===== src/rtl/mips_pkg.sv =====
// Shared definitions for the MIPS ID-stage hazard/forwarding logic:
// forwarding selects, stall FSM states and register-file constants.
package mips_pkg;

  localparam logic [1:0] FWD_RF    = 2'b00;
  localparam logic [1:0] FWD_EXMEM = 2'b01;
  localparam logic [1:0] FWD_MEMWB = 2'b10;

  localparam int REG_ZERO = 0;

  // Worst case is two bubbles (load feeding a branch), so two bits suffice.
  localparam int NEED_W = 2;

  typedef enum logic {
    ST_IDLE  = 1'b0,
    ST_STALL = 1'b1
  } stall_state_t;

endpackage


===== src/rtl/id_src_match.sv =====
// Per-operand hazard check: picks the forwarding source for one ID operand
// and reports how many bubbles that operand needs before it can be consumed.
module id_src_match
  import mips_pkg::*;
#(
  parameter int REG_AW = 5
) (
  input  logic [REG_AW-1:0] i_src,
  input  logic              i_used,
  input  logic              i_isBranch,
  input  logic [REG_AW-1:0] i_rdEx,
  input  logic              i_regWriteEx,
  input  logic              i_memReadEx,
  input  logic [REG_AW-1:0] i_rdMem,
  input  logic              i_regWriteMem,
  input  logic              i_memReadMem,
  input  logic [REG_AW-1:0] i_rdWb,
  input  logic              i_regWriteWb,
  output logic [1:0]        o_fwdSel,
  output logic [NEED_W-1:0] o_need
);

  logic w_matchEx;
  logic w_matchMem;
  logic w_matchWb;

  // Register zero is hardwired, so a write to it never creates a dependency.
  assign w_matchEx  = i_used && i_regWriteEx  && (i_rdEx  == i_src) && (i_rdEx  != REG_AW'(REG_ZERO));
  assign w_matchMem = i_used && i_regWriteMem && (i_rdMem == i_src) && (i_rdMem != REG_AW'(REG_ZERO));
  assign w_matchWb  = i_used && i_regWriteWb  && (i_rdWb  == i_src) && (i_rdWb  != REG_AW'(REG_ZERO));

  always_comb begin
    o_fwdSel = FWD_RF;
    if (w_matchMem && !i_memReadMem) begin
      o_fwdSel = FWD_EXMEM;
    end else if (w_matchWb) begin
      o_fwdSel = FWD_MEMWB;
    end
  end

  // Ordered so that the first hit is already the largest bubble count.
  always_comb begin
    o_need = '0;
    if (w_matchEx && i_memReadEx) begin
      o_need = i_isBranch ? NEED_W'(2) : NEED_W'(1);
    end else if (w_matchEx && i_isBranch) begin
      o_need = NEED_W'(1);
    end else if (w_matchMem && i_memReadMem && i_isBranch) begin
      o_need = NEED_W'(1);
    end
  end

endmodule


===== src/rtl/id_hazard_fwd_unit.sv =====
// ID-stage forwarding and hazard unit: per-operand matchers, a bubble
// countdown FSM driving stall/bubble_ex, and a saturating stall counter.
module id_hazard_fwd_unit
  import mips_pkg::*;
#(
  parameter int NUM_SRC = 2,
  parameter int REG_AW  = 5,
  parameter int CNT_W   = 16
) (
  input  logic                      clk,
  input  logic                      reset,
  input  logic [NUM_SRC*REG_AW-1:0] src_id,
  input  logic [NUM_SRC-1:0]        src_used,
  input  logic                      is_branch_id,
  input  logic [REG_AW-1:0]         rd_ex,
  input  logic                      reg_write_ex,
  input  logic                      mem_read_ex,
  input  logic [REG_AW-1:0]         rd_mem,
  input  logic                      reg_write_mem,
  input  logic                      mem_read_mem,
  input  logic [REG_AW-1:0]         rd_wb,
  input  logic                      reg_write_wb,
  input  logic                      hold,
  input  logic                      flush,
  output logic [2*NUM_SRC-1:0]      fwd_sel,
  output logic                      stall,
  output logic                      bubble_ex,
  output logic [CNT_W-1:0]          stall_cnt
);

  logic [2*NUM_SRC-1:0] w_fwdSel;
  logic [NEED_W-1:0]    w_needArr [NUM_SRC];
  logic [NEED_W-1:0]    w_maxNeed;
  logic                 w_stall;

  stall_state_t         r_state;
  logic [NEED_W-1:0]    r_remaining;
  logic [CNT_W-1:0]     r_stallCnt;

  for (genvar k = 0; k < NUM_SRC; k++) begin : g_src
    id_src_match #(
      .REG_AW(REG_AW)
    ) u_match (
      .i_src        (src_id[k*REG_AW +: REG_AW]),
      .i_used       (src_used[k]),
      .i_isBranch   (is_branch_id),
      .i_rdEx       (rd_ex),
      .i_regWriteEx (reg_write_ex),
      .i_memReadEx  (mem_read_ex),
      .i_rdMem      (rd_mem),
      .i_regWriteMem(reg_write_mem),
      .i_memReadMem (mem_read_mem),
      .i_rdWb       (rd_wb),
      .i_regWriteWb (reg_write_wb),
      .o_fwdSel     (w_fwdSel[2*k +: 2]),
      .o_need       (w_needArr[k])
    );
  end

  always_comb begin
    w_maxNeed = '0;
    for (int k = 0; k < NUM_SRC; k++) begin
      if (w_needArr[k] > w_maxNeed) begin
        w_maxNeed = w_needArr[k];
      end
    end
  end

  // In STALL the countdown owns the pipeline; in IDLE the live hazard decides.
  always_comb begin
    w_stall = 1'b0;
    if (!reset && !flush) begin
      w_stall = (r_state == ST_STALL) || (w_maxNeed != '0);
    end
  end

  always_ff @(posedge clk) begin
    if (reset) begin
      r_state     <= ST_IDLE;
      r_remaining <= '0;
      r_stallCnt  <= '0;
    end else begin
      if (flush) begin
        r_state     <= ST_IDLE;
        r_remaining <= '0;
      end else if (!hold) begin
        case (r_state)
          ST_IDLE: begin
            if (w_maxNeed > NEED_W'(1)) begin
              r_state     <= ST_STALL;
              r_remaining <= w_maxNeed - NEED_W'(1);
            end
          end
          ST_STALL: begin
            if (r_remaining <= NEED_W'(1)) begin
              r_state     <= ST_IDLE;
              r_remaining <= '0;
            end else begin
              r_remaining <= r_remaining - NEED_W'(1);
            end
          end
          default: begin
            r_state     <= ST_IDLE;
            r_remaining <= '0;
          end
        endcase
      end

      if (w_stall && !hold && (r_stallCnt != '1)) begin
        r_stallCnt <= r_stallCnt + CNT_W'(1);
      end
    end
  end

  assign stall     = w_stall;
  assign bubble_ex = w_stall;
  assign fwd_sel   = reset ? '0 : w_fwdSel;
  assign stall_cnt = r_stallCnt;

endmodule


===== config.mk =====
export PLATFORM = sky130hd
export DESIGN_NAME = id_hazard_fwd_unit
export DESIGN_NICKNAME = d
export VERILOG_FILES = /design/src/rtl/mips_pkg.sv /design/src/rtl/id_src_match.sv /design/src/rtl/id_hazard_fwd_unit.sv
export SDC_FILE = /design/constraint.sdc
export NUM_CORES = 1
export LEC_CHECK = 0
export ABC_CLOCK_PERIOD_IN_PS = 4400
export CORE_MARGIN = 2
export CORE_UTILIZATION = 40
export DETAILED_ROUTE_END_ITERATION = 12
export GPL_ROUTABILITY_DRIVEN = 0
export PLACE_DENSITY = 0.81
export SYNTH_ARGS = -nofsm -noshare
export SYNTH_HDL_FRONTEND = slang
export SYNTH_SLANG_ARGS = --single-unit
export TNS_END_PERCENT = 20

===== constraint.sdc =====
create_clock -name clk -period 4.4 [get_ports clk]
set_input_delay 0.88 -clock clk [delete_from_list [all_inputs] [get_ports clk]]
set_output_delay 0.88 -clock clk [all_outputs]
set_load 0.03 [all_outputs]

==> key figures <==
Yosys
  – Top cells by area, synth: dfxtp_1 (24%), xnor2_1 (12%), xor2_1 (12%)
  – Netlist Area Pre-Place: roughly 1600 sq um
  – EDFF count, synth: 0
  – Post-synth top area cell: dfxtp_1
  – Syn avg cell area: between 7 and 8 sq um
  – Most used flip-flop cell after synthesis: dfxtp_1
  – Synth cell types: 40
  – Yosys top cell area share: roughly a quarter
  – Yosys Warn Count: 0
  – Net Count, Synth: between 200 and 250
  – Yosys reg bits: 19
  – FFs w/ async S/R, synth: 0%
  – Post-synthesis sequential area ratio: a little under a quarter
  – Cells after Synth: about 210

Placed design
  – Detailed-placement wirelength estimate: around 3.6 mm
  – Port buffer count: 58
  – Placed inst area: roughly 2500 sq um
  – Cell Count Post-Placement: 340
  – Pre-CTS setup slack: -0.809 ns

Cells and area
  – Share of cells above drive strength 1: around 29%
  – Diode count: 0
  – Synth-to-Final Area Change: 71.4%
  – Non-Filler Instances: between 300 and 400
  – Final Util: 73.1%
  – # nets final: between 300 and 400
  – Final Cell Area: roughly 2700 sq um

Power
  – Sequential Power Share: 41.3%
  – Gate power share: between 20 and 30%
  – Sw Share: between 20 and 30%
  – Peak supply drop: ~0.00014 V
  – PwrDens: approximately 150 nW/um^2
  – Reported leakage power: just over 1 nW
  – Switch Pwr: approximately 0.00012 W
  – Clk pwr share: 29.7%
  – Pint: approximately 0.0003 W

Timing
  – Final worst slack: a little over 0.07 ns
  – Max frequency: about 230 MHz
  – Least-Margin Pin Slew: roughly 0.47 ns
  – Slew Limit Fails: 0
  – Rel. slew slack: between 60% and 70%
  – Min cycle time layout: roughly 4.3 ns
  – Crit share post-route: a little over nine tenths
  – Clock skew: a little under 0.005 ns
  – Setup violators final: 0
  – Hold Fails Final Rpt: 0

Floorplan
  – Die Wd: approximately 67 um
  – Row count: 22
  – Top-level port count: a little under 60
  – Core Box Area: ~3700 sq um
  – Die area: 4510 sq um
  – Starting Density: a little over two fifths
  – Die Y: about 67 um

Critical path
  – WP data required: approximately 3.5 ns
  – Delay of the slowest critical-path stage: around 0.54 ns
  – Crit path cell chain: buf_2, buf_6, xor2_1, or4_4, a211o_1, o31ai_4, ha_1, inv_2, o22ai_4, inv_2, mux2i_2, ha_2, nor2b_4, nor2_4, buf_6
  – Crit path max-delay cell type: or4_4
  – Worst Path Arrival: between 3 and 4 ns
  – Worst r2r path cells: 6
  – CP Launch Type: input pin
  – CP delay by family, top: simple AND/OR/NAND/NOR gates
  – CP endpoint kind: output pin
  – Setup CP Type: in -> out
  – WP buf/inv: 5
  – Reg2reg setup slack: 2.48 ns
  – Crit-path max FO: 3
  – Crit. path cell count: 15

Hold path
  – WHS Path Cells: 2
  – Hold Crit Class: reg -> reg

Clock network
  – CTS tree: done
  – Clk root buf: clkbuf_8
  – H-tree Lvls: 1
  – CTS Buffer Depth: 2
  – Clk sinks: 19
  – Later-pin clock latency in the skew report: 0.26 ns
  – Post-CTS Hold Buffers: 0
  – Clock transition at path regs: 0.07 ns
  – CTS Buf Count: 3

Detailed routing
  – Avg WL per Cell: between 15 and 20 um
  – DRT Wirelength: 5.46 mm
  – Starting DRT DRC Count: approximately 220
  – Total number of vias: between 1500 and 2000
  – Drt drc: 0
  – Detail Route Antenna Nets: 0
  – Pre-antenna DRT Iters: 4
  – Via-to-Cell Ratio: approximately 5.5

Global routing
  – GR Util All Layers: a little under a quarter
  – Vias in the first global route: roughly 1900
  – Largest net degree at the start of global routing: 17
  – First-pass GRT wire length: 8.22 mm
  – Initial antenna violation count: 0
  – Global route total overflow: 0

Run
  – MaxCap Viol Count: 0

Run status
  – Status: finished, final reports clean
==> path summary, 6_finish.rpt <==
kind / from / endpoint
worst max-delay path: rd_ex[1] / bubble_ex
worst min-delay path: stall_cnt[15] / stall_cnt[15]
worst max register to register: r_state / stall_cnt[15]
worst min register to register: stall_cnt[15] / stall_cnt[15]
==> power by group through the flow <==
stage	Clock (W)	Combinational [W]	Sequential, W
finish	0.000124	0.000121	0.000172
global route	0.000134	0.000129	0.000172
CTS	0.000123	0.000109	0.000172
detailed placement	0	0.000108	0.000176
global placement	0	0.000106	0.000176
floorplan	0	0.0000365	0.000176
==> metal layers <==
metal | vias up | track usage, % | part of all wire (%)
met4 | 0 | 8.16 | 2.7
li1 | 941 | - | -
met3 | 14 | 3.33 | 7.5
met5 | - | 0 | 0
met2 | 101 | 45.2 | 52
met1 | 906 | 25.8 | 38
==> final cells by class <==
class	count	area (sq um)
Fill cell	277	1010
Sequential cell	19	380
Timing Repair Buffer	104	885
Inverter	6	22.5
Multi-Input combinational cell	174	1340
Clock buffer	4	45.0
Tap cell	48	60.1
==> state kept, by name (all words and copies together), names as in the netlist <==
signal	flops
r_remaining	2
r_state	1
stall_cnt	16
==> cells in the final DEF (no fill, tap or decap), types with 2 or more instances in the layout <==
cell type	n
clkdlybuf4s50_1	36
nor2_4	3
and4_1	2
nand4_1	5
buf_6	5
ha_1	3
inv_2	2
nor3_1	14
nand3_1	6
clkbuf_8	3
a21oi_1	5
o21ai_0	6
nor4_1	4
dfxtp_1	19
clkbuf_2	9
or4_1	2
xor2_2	2
nand4b_1	2
xor2_1	18
dlygate4sd2_1	8
xnor2_1	22
nor2_1	21
or3_1	5
o211ai_1	2
a21o_1	2
or4_4	2
nand2b_1	2
nor2b_1	4
buf_4	43
nor4_2	5
dlymetal6s2s_1	2
nand2_1	11
o311ai_0	2
inv_1	4
==> timing repair <==
action / CTS / global route
resized for setup: 50 / 41
setup endpoints to repair: 14 / 15
cloned: 0 / 0
setup buffers: 9 / 2
pin swaps: 17 / 16
hold endpoints to repair: 0 / 0
==> cells in the mapped netlist (2+ instances only) <==
cell type	number
ha_1	5
nand2_1	11
nor2b_1	5
nor3_1	14
a21oi_1	6
nand3_1	8
or4_1	4
a21o_1	2
clkbuf_1	5
o31ai_1	2
mux2i_1	2
nand4_1	5
or3_1	5
and4_1	2
xor2_1	21
xnor2_1	22
o21ai_0	6
inv_1	6
nor2_1	24
dfxtp_1	19
nor4_1	10
o311ai_0	2
nand2b_1	2
nand4b_1	2
o211ai_1	2
==> cell families after synthesis <==
kind of cell / Yosys count / synth area share, %
buf+inv: 14 / 4.08
fa+ha+maj: 5 / 3.92
xor+xnor: 43 / 23.6
flops: 19 / 23.8
mux: 2 / 1.25
compound gates: 24 / 9.64
simple gates: 100 / 33.7
==> tightest hold or removal path: stages, from the launching register on <==
cell,delay (ns)
dfxtp_1,0.33
o21ai_0,0.08
a21oi_1,0.06
==> metrics by stage <==
stage | TNS (ns) | hold WS (ns) | power [W]
global placement | -4.88 | 0.489 | 0.000282
finish | 0 | 0.510 | 0.000417
CTS | 0 | 0.517 | 0.000404
floorplan | 0 | 0.485 | 0.000212
global route | -0.0497 | 0.551 | 0.000435
detailed placement | -6.26 | 0.508 | 0.000284
Power figures use the tool's default switching activity.
